`src/rtl/i2c_pkg.sv`:
```
// rtl/i2c_pkg.sv - shared I2C slave definitions: frame sizes, FSM states, address match helper
package i2c_pkg;

  localparam int I2C_ADDR_W = 7;
  localparam int I2C_FRAME_BITS = 8;
  localparam logic [I2C_ADDR_W-1:0] I2C_GEN_CALL_ADDR = 7'h00;

  typedef enum logic [2:0] {
    ST_IDLE,
    ST_ADDR,
    ST_ACK_WAIT,
    ST_ACK,
    ST_SELECTED,
    ST_IGNORE
  } slave_state_e;

  // Own-address hit, optionally widened to accept the general call address
  function automatic logic addr_hit(
    input logic [I2C_ADDR_W-1:0] rx_addr,
    input logic [I2C_ADDR_W-1:0] own_addr,
    input logic                  gen_call_en
  );
    return (rx_addr == own_addr) || (gen_call_en && (rx_addr == I2C_GEN_CALL_ADDR));
  endfunction

endpackage

```
`src/rtl/slave_addr_sipo_match_if.sv`:
```
// rtl/slave_addr_sipo_match_if.sv - bus pins and address-phase results of the slave address receiver
interface slave_addr_sipo_match_if;
  import i2c_pkg::*;

  logic                  slave_scl;
  logic                  slave_sda;
  logic [I2C_ADDR_W-1:0] slave_own_address;
  logic                  slave_sda_ack_oe;
  logic [I2C_ADDR_W-1:0] slave_rx_addr;
  logic                  slave_rd_wr;
  logic                  slave_addr_valid;
  logic                  slave_addr_match;
  logic                  slave_selected;
  logic                  slave_busy;

  modport slave (
    input  slave_scl, slave_sda, slave_own_address,
    output slave_sda_ack_oe, slave_rx_addr, slave_rd_wr, slave_addr_valid,
           slave_addr_match, slave_selected, slave_busy
  );

  modport master (
    output slave_scl, slave_sda, slave_own_address,
    input  slave_sda_ack_oe, slave_rx_addr, slave_rd_wr, slave_addr_valid,
           slave_addr_match, slave_selected, slave_busy
  );

endinterface

```
`src/rtl/slave_bus_sync_edge.sv`:
```
// rtl/slave_bus_sync_edge.sv - SCL/SDA synchronizers with registered edge, START and STOP strobes
module slave_bus_sync_edge (
  input  logic clk,
  input  logic rst_n,
  input  logic scl,
  input  logic sda,
  output logic sda_smp,
  output logic scl_rise,
  output logic scl_fall,
  output logic start_det,
  output logic stop_det
);

  logic [1:0] scl_ff;
  logic [1:0] sda_ff;
  logic       scl_prev;
  logic       sda_prev;

  // Two-flop synchronizers, one history stage, then registered strobes; idle bus reads as 1
  always_ff @(posedge clk or negedge rst_n) begin
    if (!rst_n) begin
      scl_ff    <= 2'b11;
      sda_ff    <= 2'b11;
      scl_prev  <= 1'b1;
      sda_prev  <= 1'b1;
      sda_smp   <= 1'b1;
      scl_rise  <= 1'b0;
      scl_fall  <= 1'b0;
      start_det <= 1'b0;
      stop_det  <= 1'b0;
    end else begin
      scl_ff    <= {scl_ff[0], scl};
      sda_ff    <= {sda_ff[0], sda};
      scl_prev  <= scl_ff[1];
      sda_prev  <= sda_ff[1];
      // SDA sample aligned with the strobes so the shifter sees the bit that went with the edge
      sda_smp   <= sda_ff[1];
      scl_rise  <= scl_ff[1] & ~scl_prev;
      scl_fall  <= ~scl_ff[1] & scl_prev;
      start_det <= sda_prev & ~sda_ff[1] & scl_prev & scl_ff[1];
      stop_det  <= ~sda_prev & sda_ff[1] & scl_prev & scl_ff[1];
    end
  end

endmodule

```
`src/rtl/slave_addr_sipo_match.sv`:
```
// rtl/slave_addr_sipo_match.sv - slave address receiver: shifts in the address frame, matches and ACKs
module slave_addr_sipo_match
  import i2c_pkg::*;
#(
  parameter bit GEN_CALL_EN = 1'b0
) (
  input  logic                   slave_scl_sixt,
  input  logic                   slave_rst_n,
  slave_addr_sipo_match_if.slave bus
);

  localparam logic [3:0] LAST_BIT_IDX = 4'(I2C_FRAME_BITS - 1);

  logic sda_smp;
  logic scl_rise;
  logic scl_fall;
  logic start_det;
  logic stop_det;

  slave_state_e          state_q, state_d;
  logic [3:0]            cnt_q, cnt_d;
  logic [7:0]            sr_q, sr_d;
  logic [I2C_ADDR_W-1:0] rx_addr_q, rx_addr_d;
  logic                  rd_wr_q, rd_wr_d;
  logic                  valid_q, valid_d;
  logic                  match_q, match_d;
  logic                  ack_oe_q, ack_oe_d;
  logic                  sel_q, sel_d;
  logic                  busy_q, busy_d;

  logic [7:0]            sr_shift;
  logic                  hit;

  slave_bus_sync_edge u_sync (
    .clk       (slave_scl_sixt),
    .rst_n     (slave_rst_n),
    .scl       (bus.slave_scl),
    .sda       (bus.slave_sda),
    .sda_smp   (sda_smp),
    .scl_rise  (scl_rise),
    .scl_fall  (scl_fall),
    .start_det (start_det),
    .stop_det  (stop_det)
  );

  // The 8th bit is folded in combinationally so address, R/W and match land together with the valid pulse
  assign sr_shift = {sr_q[6:0], sda_smp};
  assign hit      = addr_hit(sr_shift[7:1], bus.slave_own_address, GEN_CALL_EN);

  // State and datapath registers; reset releases SDA immediately
  always_ff @(posedge slave_scl_sixt or negedge slave_rst_n) begin
    if (!slave_rst_n) begin
      state_q   <= ST_IDLE;
      cnt_q     <= '0;
      sr_q      <= '0;
      rx_addr_q <= '0;
      rd_wr_q   <= 1'b0;
      valid_q   <= 1'b0;
      match_q   <= 1'b0;
      ack_oe_q  <= 1'b0;
      sel_q     <= 1'b0;
      busy_q    <= 1'b0;
    end else begin
      state_q   <= state_d;
      cnt_q     <= cnt_d;
      sr_q      <= sr_d;
      rx_addr_q <= rx_addr_d;
      rd_wr_q   <= rd_wr_d;
      valid_q   <= valid_d;
      match_q   <= match_d;
      ack_oe_q  <= ack_oe_d;
      sel_q     <= sel_d;
      busy_q    <= busy_d;
    end
  end

  // Next-state logic: bus conditions override SCL edges; otherwise walk the address/ACK sequence
  always_comb begin
    state_d   = state_q;
    cnt_d     = cnt_q;
    sr_d      = sr_q;
    rx_addr_d = rx_addr_q;
    rd_wr_d   = rd_wr_q;
    valid_d   = 1'b0;
    match_d   = match_q;
    ack_oe_d  = ack_oe_q;
    sel_d     = sel_q;
    busy_d    = busy_q;

    if (stop_det) begin
      state_d  = ST_IDLE;
      cnt_d    = '0;
      match_d  = 1'b0;
      ack_oe_d = 1'b0;
      sel_d    = 1'b0;
      busy_d   = 1'b0;
    end else if (start_det) begin
      // Also covers repeated START: whoever was selected lets go of the bus here
      state_d  = ST_ADDR;
      cnt_d    = '0;
      sr_d     = '0;
      match_d  = 1'b0;
      ack_oe_d = 1'b0;
      sel_d    = 1'b0;
      busy_d   = 1'b1;
    end else begin
      case (state_q)
        ST_ADDR: begin
          if (scl_rise) begin
            sr_d  = sr_shift;
            cnt_d = cnt_q + 4'd1;
            if (cnt_q == LAST_BIT_IDX) begin
              rx_addr_d = sr_shift[7:1];
              rd_wr_d   = sr_shift[0];
              match_d   = hit;
              valid_d   = 1'b1;
              state_d   = hit ? ST_ACK_WAIT : ST_IGNORE;
            end
          end
        end
        ST_ACK_WAIT: begin
          if (scl_fall) begin
            ack_oe_d = 1'b1;
            state_d  = ST_ACK;
          end
        end
        ST_ACK: begin
          if (scl_fall) begin
            ack_oe_d = 1'b0;
            sel_d    = 1'b1;
            state_d  = ST_SELECTED;
          end
        end
        default: begin
          state_d = state_q;
        end
      endcase
    end
  end

  assign bus.slave_sda_ack_oe = ack_oe_q;
  assign bus.slave_rx_addr    = rx_addr_q;
  assign bus.slave_rd_wr      = rd_wr_q;
  assign bus.slave_addr_valid = valid_q;
  assign bus.slave_addr_match = match_q;
  assign bus.slave_selected   = sel_q;
  assign bus.slave_busy       = busy_q;

endmodule

```
`src/flat_wrapper.sv`:
```
// flat-port wrapper written by rule: the top's interface ports become plain ports
module slave_addr_sipo_match_flat import i2c_pkg::*;
#(
  parameter bit GEN_CALL_EN = 1'b0
)
  (slave_scl_sixt, slave_rst_n, bus_slave_scl, bus_slave_sda, bus_slave_own_address, bus_slave_sda_ack_oe, bus_slave_rx_addr, bus_slave_rd_wr, bus_slave_addr_valid, bus_slave_addr_match, bus_slave_selected, bus_slave_busy);
  slave_addr_sipo_match_if bus_i ();
  input  logic slave_scl_sixt;
  input  logic slave_rst_n;
  input wire logic [$bits(bus_i.slave_scl)-1:0] bus_slave_scl;
  input wire logic [$bits(bus_i.slave_sda)-1:0] bus_slave_sda;
  input wire logic [$bits(bus_i.slave_own_address)-1:0] bus_slave_own_address;
  output wire logic [$bits(bus_i.slave_sda_ack_oe)-1:0] bus_slave_sda_ack_oe;
  output wire logic [$bits(bus_i.slave_rx_addr)-1:0] bus_slave_rx_addr;
  output wire logic [$bits(bus_i.slave_rd_wr)-1:0] bus_slave_rd_wr;
  output wire logic [$bits(bus_i.slave_addr_valid)-1:0] bus_slave_addr_valid;
  output wire logic [$bits(bus_i.slave_addr_match)-1:0] bus_slave_addr_match;
  output wire logic [$bits(bus_i.slave_selected)-1:0] bus_slave_selected;
  output wire logic [$bits(bus_i.slave_busy)-1:0] bus_slave_busy;
  assign bus_i.slave_scl = bus_slave_scl;
  assign bus_i.slave_sda = bus_slave_sda;
  assign bus_i.slave_own_address = bus_slave_own_address;
  assign bus_slave_sda_ack_oe = bus_i.slave_sda_ack_oe;
  assign bus_slave_rx_addr = bus_i.slave_rx_addr;
  assign bus_slave_rd_wr = bus_i.slave_rd_wr;
  assign bus_slave_addr_valid = bus_i.slave_addr_valid;
  assign bus_slave_addr_match = bus_i.slave_addr_match;
  assign bus_slave_selected = bus_i.slave_selected;
  assign bus_slave_busy = bus_i.slave_busy;
  slave_addr_sipo_match #(.GEN_CALL_EN(GEN_CALL_EN)) u_core (.slave_scl_sixt(slave_scl_sixt), .slave_rst_n(slave_rst_n), .bus(bus_i));
endmodule
```
`config.mk`:
```
export PLATFORM = sky130hd
export DESIGN_NAME = slave_addr_sipo_match_flat
export DESIGN_NICKNAME = d
export VERILOG_FILES = /design/src/rtl/i2c_pkg.sv /design/src/rtl/slave_addr_sipo_match_if.sv /design/src/rtl/slave_bus_sync_edge.sv /design/src/rtl/slave_addr_sipo_match.sv /design/src/flat_wrapper.sv
export SDC_FILE = /design/constraint.sdc
export NUM_CORES = 1
export LEC_CHECK = 0
export BUFFER_PORTS_ARGS = -buffer_cell sky130_fd_sc_hd__buf_2
export CAP_MARGIN = 20
export CORE_AREA = 2 2 80 75
export CTS_CLUSTER_DIAMETER = 150
export DETAILED_ROUTE_END_ITERATION = 8
export DIE_AREA = 0 0 82 77
export MAX_ROUTING_LAYER = met4
export PLACE_DENSITY = 0.57
export SYNTH_ARGS = -nofsm -noshare
export SYNTH_HDL_FRONTEND = slang
export SYNTH_SLANG_ARGS = --single-unit
```
`constraint.sdc`:
```
create_clock -name slave_scl_sixt -period 2.2 [get_ports slave_scl_sixt]
set_clock_uncertainty 0.05 [all_clocks]
set_input_delay 0.22 -clock slave_scl_sixt [delete_from_list [all_inputs] [get_ports slave_scl_sixt]]
set_output_delay 0.22 -clock slave_scl_sixt [all_outputs]
set_load 0.01 [all_outputs]
```
# Word-level counts from Yosys, hierarchy flattened
# Index checks and enable logic that the tools add are counted.
# totals
reg_bits	37
ramBits	0
mem_count	0
elab_cells	94
latchBits	0
romBits	0
out_inout_bits	13
in_bits	11
# op_classes
shift	0
eq_ne	9
addsub	1
reduce_logical	17
magnitude_cmp	0
multipliers	0
div_mod_pow	0
mux	35
n_bitwise	14
# op_table
operator	n
3-bit two-way mux	7
7-bit two-way mux	3
1-bit two-way mux	19
4-bit two-way mux	4
3-bit nonzero test	5
4-bit != test, second input constant	3
5-bit AND reduction	2
3-bit one-hot mux with 3 select lines	1
3-bit AND reduction	3
1-bit AND	8
7-bit == test	1
3-bit by 2-bit == test with 1-bit output, second input constant	2
1-bit inverter	6
2-bit nonzero test	3
5-bit nonzero test	1
4-bit by 1-bit adder with 4-bit output, second input constant	1
4-bit by 3-bit == test with 1-bit output, second input constant	1
4-bit by 3-bit != test with 1-bit output, second input constant	1
2-bit AND reduction	2
4-bit nonzero test	1
3-bit by 1-bit == test with 1-bit output, second input constant	1
1-bit one-hot mux with 2 select lines	1

# Depth between registers and ports, before layout
# Gate-level depths: netlist (run 1).
# depth
ltp_word	7
depth_mapped	6
ltp_nobuf	6

# By module
# A second synthesis (run 1) with hierarchy kept.
# hier_totals
cells_unflattened	134
hier_area_um2	1642.8
# modules_own_cells
mod	seq_area_each_um2	area_per_inst_um2	instances	cells_each
slave_addr_sipo_match	675.6	1352.5	1	120
slave_bus_sync_edge	257.7	290.3	1	14

# Worst setup path after synthesis (run 1)
# No wires, ideal clock.
# synth_timing
kind	register to register
from	reg u_core.cnt_q[0]
to	reg u_core.state_q[0]
slack_ps	639
setup_time_ps	125
required_ps	2025
stages_incl_launch_ff	6
t_arrival_ps	1386
path_buffers	0
period_less_slack_ps	1561
cell_sequence	dfrtp_1 ha_1 nand3b_1 or4b_1 a31oi_1 a21oi_1
# synth_via
elab_chain_len	3
# synth_rtl
element	line	rtl
start, declared	slave_addr_sipo_match.sv:21	logic [3:0] cnt_q, cnt_d;
start signal, assigned	slave_addr_sipo_match.sv:65	cnt_q <= cnt_d;
4-bit by 3-bit == test with 1-bit output	slave_addr_sipo_match.sv:112	if (cnt_q == LAST_BIT_IDX) begin
4-bit by 3-bit != test with 1-bit output (no source line)	--	
5-bit AND reduction (no source line)	--	
end signal, assigned	slave_addr_sipo_match.sv:64	state_q <= state_d;
end, declared	slave_addr_sipo_match.sv:20	slave_state_e state_q, state_d;
# No other way between the ends.
# A chain may end at the register's enable or synchronous reset.

# Final worst setup path (run 1)
# Ends and elaborated chain as after synthesis.

==> results of run 1 <==
==> how the worst max path moves through the flow <==
stage                    startpoint           endpoint  slack, ns  cells after the start
finish              u_core.cnt_q[0]  u_core.state_q[0]       0.53                      5
global route         u_core.sr_q[4]  u_core.state_q[2]       0.46                      4
CTS                 u_core.cnt_q[0]  u_core.state_q[0]       0.53                      5
detailed placement  u_core.cnt_q[0]  u_core.state_q[0]       0.55                      5
global placement    u_core.cnt_q[0]  u_core.state_q[0]       0.59                      5
floorplan           u_core.cnt_q[0]  u_core.state_q[0]       0.64                      5
==> where the power goes <==
group	internal [mW]	switching (mW)	leakage (nW)
sequential	0.775	0.121	0.484
clock	0.219	0.227	0.0450
combinational	0.115	0.118	0.364
total	1.11	0.466	0.893
==> flip-flops by register name, indices dropped and copies added, names as in the netlist <==
register,flops
u_core.bus.slave_rx_addr,7
u_core.sr_q,7
u_core.cnt_q,4
u_core.state_q,3
u_core.u_sync.scl_ff,2
u_core.u_sync.sda_ff,2
u_core.bus.slave_addr_match,1
u_core.bus.slave_addr_valid,1
u_core.bus.slave_busy,1
u_core.bus.slave_rd_wr,1
u_core.bus.slave_sda_ack_oe,1
u_core.bus.slave_selected,1
u_core.u_sync.scl_fall,1
u_core.u_sync.scl_prev,1
u_core.u_sync.scl_rise,1
u_core.u_sync.sda_smp,1
u_core.u_sync.start_det,1
u_core.u_sync.stop_det,1
==> critical path: stages, from the launching register on <==
cell and delay [ns]:
sky130_fd_sc_hd__dfrtp_1 0.38, sky130_fd_sc_hd__ha_1 0.18, sky130_fd_sc_hd__nand3b_1 0.14, sky130_fd_sc_hd__or4b_1 0.53, sky130_fd_sc_hd__a31oi_1 0.17, sky130_fd_sc_hd__a21oi_1 0.08
==> per-layer routing <==
layer	vias up	GRT usage, %
met4	0	5.00
met1	533	14.5
li1	506	-
met3	7	3.18
met5	-	-
met2	18	16.7
==> through the flow <==
stage	hold slack (ns)	power, mW
4_1_cts	0.00314	1.60
2_1_floorplan	-0.126	1.05
5_1_grt	0.0586	1.69
3_5_place_dp	0.276	1.14
3_3_place_gp	0.274	1.14
6_report	-0.0286	1.57
==> layout make-up <==
class                   instances  area, um2  share of cell area (%)
clock buffers                   6       72.6                    3.87
flip-flops and latches         37        933                    49.8
inverters                       2       15.0                   0.801
well taps                      70       87.6                    4.67
repair buffers                 26        143                    7.61
multi-input cells              86        613                    32.7
clock inverters                 2       10.0                   0.534
==> cells by family (layout without fill, tap and decap cells) <==
logic type | count (synthesis) | after routing | synth area share [%]
and+or+nand+nor | 44 | 44 | 15.5
DFF | 37 | 37 | 58.6
AOI/OAI and AO/OA | 23 | 23 | 9.11
xor gates and xnor gates | 10 | 10 | 5.49
muxes | 8 | 8 | 7.54
buffers and inverters | 6 | 36 | 2.98
adders and majority gates | 1 | 1 | 0.785
==> Yosys cell counts (all sizes together) <==
cell type,instances
o211a,1
a21oi,4
nor2b,2
nor4,2
o2bb2ai,1
o22ai,1
a22oi,6
nand2,15
nand4,1
nand3,1
or4b,1
o21ai,8
dfrtp,31
or2,1
nor3,1
and4bb,1
a22o,1
a31oi,1
clkbuf,2
mux2,8
ha,1
nand4bb,1
xor2,9
buf,2
xnor2,1
nor3b,2
dfstp,6
inv,2
nor2,12
nand3b,4
==> parameters.txt, run 1 <==
Parameter                              Value

STA
  Slew at the pin closest to its max-slew limit    0.802 ns
  RSZ-0062 raised after global routing    no
  Period utilization    75.7%
  Total Negative Setup Slacks    0 ns
  Maximum frequency from static timing analysis    0.600 GHz
  Worst rel slew slack    46.5%
  Final critical delay including setup and external delays    1.67 ns
  Final-report max-slew violation count    0
  Worst path setup slack after routing    0.534 ns
  Endpoints failing hold    31
  Minimum hold slack    -0.0286 ns
  Final number of setup-violating endpoints    0

Drt
  Ratio of routed vias to standard cells    4.65
  Detailed-routed wire length on met2    1400 um
  Detailed-routed wire length on met3    111 um
  Antenna viol nets, final    0
  1st-iter DRT viols    81
  Post-route met1 wirelength    1420 um
  Via count    1,064
  Drt total wl    3000 um
  Highest signal layer in the routed design    met4
  Iteration count of the initial detailed-routing pass    4
  Routed len/inst    13.1 um
  Number of remaining DRC errors    0

Clock tree
  # clock sinks    37
  Depth of the CTS H-tree    2
  Number of buffers created by CTS    5
  Clock insertion delay at the later pin of the skew report    0.28 ns
  Number of buffers inserted by post-CTS setup repair    0
  CTS tree    built
  Clock Pin Slew Worst Setup and Hold Paths    0.07 ns
  Cts hold-fix bufs    2
  Buffer type at the clock tree root    sky130_fd_sc_hd__clkbuf_8
  Number of gates given a new drive strength after cts    0
  Buffer levels on the longest clock path    2

Floorplan
  Total I/O pin count    24
  Area inside the core boundary    5470 um2
  Vertical die dimension    77 um
  Die W    82 um
  Floorplan row count    26
  Starting density of the core    29.2%
  Die footprint    6310 um2

Layout
  Fill cell count    562
  Layout Cells excl Fill    229
  Post-layout instance area    1870 um2
  Fraction of layout cells with a size suffix above 1    32.7%
  Synth-to-layout area growth    17.6%
  Antenna Cells    0
  Final Core Density    34.3%
  Most common cell after layout, fill and taps aside    sky130_fd_sc_hd__dfrtp_1
  NumNets Final    170
  Most frequent cells in the layout    sky130_fd_sc_hd__dfrtp_1, sky130_fd_sc_hd__buf_2, sky130_fd_sc_hd__nand2_1

Place
  Number of placed cells counting well taps    219
  Weighted congestion at the end of routability-driven global placement    0.711
  Post-Place Worst Slack    0.547 ns
  PortBufs    23
  DP HPWL    2070 um
  Post-place instance area    1770 um2

Global route
  Largest net degree at the start of global routing    38
  All-layer global routing usage    11.3%
  Grt total ovfl    0
  First-pass GRT wire length    5220 um
  Number of antenna violations at the first check in global routing    0
  Vias in the first global route    1,090

Critical path
  Launching point of the worst reg2reg path    u_core.cnt_q[0]
  Kind of start point of the critical path    register
  Kind of critical path    register to register
  Nature of the critical path endpoint    register
  Critical path data arrival time    1.76 ns
  Capturing point of the worst reg2reg path    u_core.state_q[0]
  Worst endpoint required time    2.30 ns
  Max FO, Critical Path    3
  Cell count of the worst reg-to-reg path    5
  Minimum setup slack among reg-to-reg paths    0.53 ns

Synth
  Yosys warns    0
  Number of nets in the synthesized netlist    141
  Proportion of netlist area held by the largest area contributor    48.7%
  Synthesized area per cell    12.4 um2
  Post-synth design cell area    1590 um2
  Cell accounting for the most synthesized area    sky130_fd_sc_hd__dfrtp_1
  Sequential share of the synthesized area    58.6%
  Number of different library cells in the post-synthesis netlist    36
  Synthesis-stage register bit count    37
  Leading cell types by total area after synthesis    sky130_fd_sc_hd__dfrtp_1, sky130_fd_sc_hd__dfstp_2, sky130_fd_sc_hd__mux2_4, sky130_fd_sc_hd__xor2_1, sky130_fd_sc_hd__nand2_1
  Cells after synthesis    129

Power and ir drop
  Largest vdd supply drop    0.375 mV
  Pwr dens    840 nW/um2
  P_leak    0.893 nW

Run status
  Run status    finished with violations
  Violations in the final reports    negative hold slack

Flow run
  Max_cap viols    0

Worst hold path
  Worst min path class    input pin to asynchronous set/reset pin
Note: power is estimated with default switching activity, not from simulation.
==> inputs of run 2 (changes only) <==
clock period = 1.7 ns   (was 2.2 ns; I/O delays follow)
==> run 2 against run 1 <==
  * Combinational power grew 55%
  * The flow now finishes without violations
  * Final area grew 4.8%
  * Register-to-register slack worse by 0.44 ns
  * Wire length rose by 0.60%
  * Clock power up 39%
  * Global-route usage decreased by 0.33 points
  * Critical path depth unchanged
  * Utilization is 1.6 points higher
  * Sequential power grew 27%
  * Total power grew 35%
  * Die area unchanged
  * Clock-buffer cell count rose by 2
==> parameters.txt, run 2 (same netlist as run 1, synthesis figures left out) <==
Parameter                              Value

Clock tree
  Number of buffers created by CTS    5 (unchanged)
  Buffer type at the clock tree root    sky130_fd_sc_hd__clkbuf_8
  Clock Pin Slew Worst Setup and Hold Paths    0.07 ns (about the same)
  Buffer levels on the longest clock path    2 (unchanged)
  CTS tree    built
  Depth of the CTS H-tree    2 (unchanged)
  # clock sinks    37 (unchanged)
  Clock insertion delay at the later pin of the skew report    0.28 ns (about the same)

Worst hold path
  Worst min path class    input pin to asynchronous set/reset pin

Power and ir drop
  Fraction of power spent switching nets    28.4% (-1.2 points)
  Sequential power share    53.7% (-3.2 points)
  Total net switching power    0.603 mW (+29%)
  Largest vdd supply drop    0.399 mV (+6.5%)
  Pwr dens    1080 nW/um2 (+28%)
  Internal power component    1.52 mW (+37%)
  Clock share of power    29.2% (+0.9 points)
  Share of total power in combinational logic    17.1% (+2.3 points)
  P_leak    0.944 nW (+5.7%)

STA
  Worst rel slew slack    70.4% (+24 points)
  Slew at the pin closest to its max-slew limit    0.444 ns (-0.358 ns)
  Final number of setup-violating endpoints    0 (unchanged)
  RSZ-0062 raised after global routing    no
  Total Negative Setup Slacks    0 ns (unchanged)
  Maximum frequency from static timing analysis    0.625 GHz (+4.1%)
  Final critical delay including setup and external delays    1.60 ns (-0.0649 ns)
  Period utilization    94.2% (+18 points)
  Minimum hold slack    0.307 ns (+0.336 ns)
  Endpoints failing hold    0 (-100%)
  Final-report max-slew violation count    0 (unchanged)

Run status
  Run status    completed

Global route
  Layer with the highest usage after global routing    met2
  Met1 usage    14.5% (+0.031 points)
  Grt total ovfl    0 (unchanged)
  Number of antenna violations at the first check in global routing    0 (unchanged)
  All-layer global routing usage    11.0% (-0.33 points)
  Global routing usage on met2    15.8% (-0.89 points)
  First-pass GRT wire length    5090 um (-2.6%)
  Global-route met3 utilization    2.82% (-0.35 points)
  Largest net degree at the start of global routing    20 (-47%)
  Vias in the first global route    1,040 (-4.6%)

Floorplan
  Floorplan row count    26 (unchanged)
  Die footprint    6310 um2 (unchanged)
  Area inside the core boundary    5470 um2 (unchanged)
  Die W    82 um (unchanged)
  Vertical die dimension    77 um (unchanged)
  Starting density of the core    29.2% (unchanged)
  Total I/O pin count    24 (unchanged)

Place
  Weighted congestion at the end of routability-driven global placement    0.728 (+2.5%)
  PortBufs    23 (unchanged)
  DP HPWL    2150 um (+4.2%)
  Post-place instance area    1840 um2 (+3.7%)

Critical path
  Kind of critical path    register to register
  Master of the slowest instance on the critical path    sky130_fd_sc_hd__or4b_1
  CP bufs+invs    0 (unchanged)
  Series of cell instances along the critical path    ha_1, nand3b_1, or4b_1, a31oi_1, a21oi_1
  Critical path data arrival time    1.72 ns (-0.04 ns)
  Kind of start point of the critical path    register
  Worst endpoint required time    1.82 ns (-0.48 ns)
  Max FO, Critical Path    3 (unchanged)
  Largest stage delay on the critical path    0.52 ns (about the same)
  Cell class contributing the biggest share of worst-path delay    simple AND/OR/NAND/NOR gates
  Nature of the critical path endpoint    register

Layout
  Most common cell after layout, fill and taps aside    sky130_fd_sc_hd__dfrtp_1
  NumNets Final    179 (+5.3%)
  Fraction of layout cells with a size suffix above 1    35.1% (+2.4 points)
  Post-layout instance area    1960 um2 (+4.8%)
  Fill cell count    567 (+0.89%)
  Final Core Density    35.9% (+1.6 points)
  Most frequent cells in the layout    sky130_fd_sc_hd__dfrtp_1, sky130_fd_sc_hd__buf_2, sky130_fd_sc_hd__nand2_1
  Antenna Cells    0 (unchanged)
  Synth-to-layout area growth    23.2%

Drt
  Routed len/inst    12.7 um (-3.2%)
  Iteration count of the initial detailed-routing pass    4 (unchanged)
  1st-iter DRT viols    88 (+8.6%)
  Number of remaining DRC errors    0 (unchanged)
  Ratio of routed vias to standard cells    4.51 (-3.0%)
  Antenna viol nets, final    0 (unchanged)
  Via count    1,073 (+0.85%)
  Drt total wl    3020 um (+0.60%)

Flow run
  Max_cap viols    0 (unchanged)
[run 2: final cells by class]
cell class / instances / area, um2 / share of cell area, %
Timing Repair Buffer: 35 / 225 / 11.5
Multi-Input combinational cell: 86 / 613 / 31.2
Clock buffer: 8 / 90.1 / 4.59
Tap cell: 70 / 87.6 / 4.46
Sequential cell: 37 / 933 / 47.5
Inverter: 2 / 15.0 / 0.764
[run 2: power by group through the flow]
stage / sequential (mW) / clock (mW) / combinational (mW)
after floorplan: 1.13 / 0 / 0.230
after global placement: 1.16 / 0 / 0.338
after detailed placement: 1.16 / 0 / 0.344
after CTS: 1.14 / 0.647 / 0.352
after global routing: 1.16 / 0.677 / 0.415
final: 1.14 / 0.619 / 0.362
[run 2: what timing repair did]
item                                    in CTS  in global routing
setup buffers                                0                  1
hold endpoints to repair                    14                  0
endpoints found under the setup margin       0                  1
resized for setup                            0                  0
hold buffers                                 3                  0
[run 2: per-layer routing]
metal,vias to the layer above,part of all wire [%]
li1,524,-
met1,517,49
met2,27,45
met3,5,4.3
met4,0,1.8
met5,-,0
[run 2: final timing paths]
| check | cells after the start | endpoint | from | slack (ns) |
|---|---|---|---|---|
| worst max-delay path | 5 | u_core.state_q[0] | u_core.cnt_q[1] | 0.1 |
| worst min-delay path | 2 | u_core.state_q[0] | slave_rst_n | 0.31 |
| worst max register to register | 5 | u_core.state_q[0] | u_core.cnt_q[1] | 0.1 |
| worst min register to register | 0 | u_core.u_sync.scl_ff[1] | u_core.u_sync.scl_ff[0] | 0.31 |
| max in group asynchronous | 3 | u_core.bus.slave_rx_addr[0] | slave_rst_n | 0.84 |
| min in group slave_scl_sixt | 0 | u_core.u_sync.scl_ff[1] | u_core.u_sync.scl_ff[0] | 0.31 |
[run 2: worst reg2reg max path, stage by stage (launching register included)]
cell and delay (ns):
sky130_fd_sc_hd__dfrtp_1 0.36, sky130_fd_sc_hd__ha_1 0.17, sky130_fd_sc_hd__nand3b_1 0.14, sky130_fd_sc_hd__or4b_1 0.52, sky130_fd_sc_hd__a31oi_1 0.18, sky130_fd_sc_hd__a21oi_1 0.08
[run 2: per-stage QoR]
stage	setup slack (ns)	cells	total power, mW
after floorplan	0.139	129	1.36
after global placement	0.100	226	1.50
after detailed placement	0.0696	226	1.50
after CTS	0.0561	237	2.14
after global routing	0.0141	238	2.26
final	0.0992	238	2.12
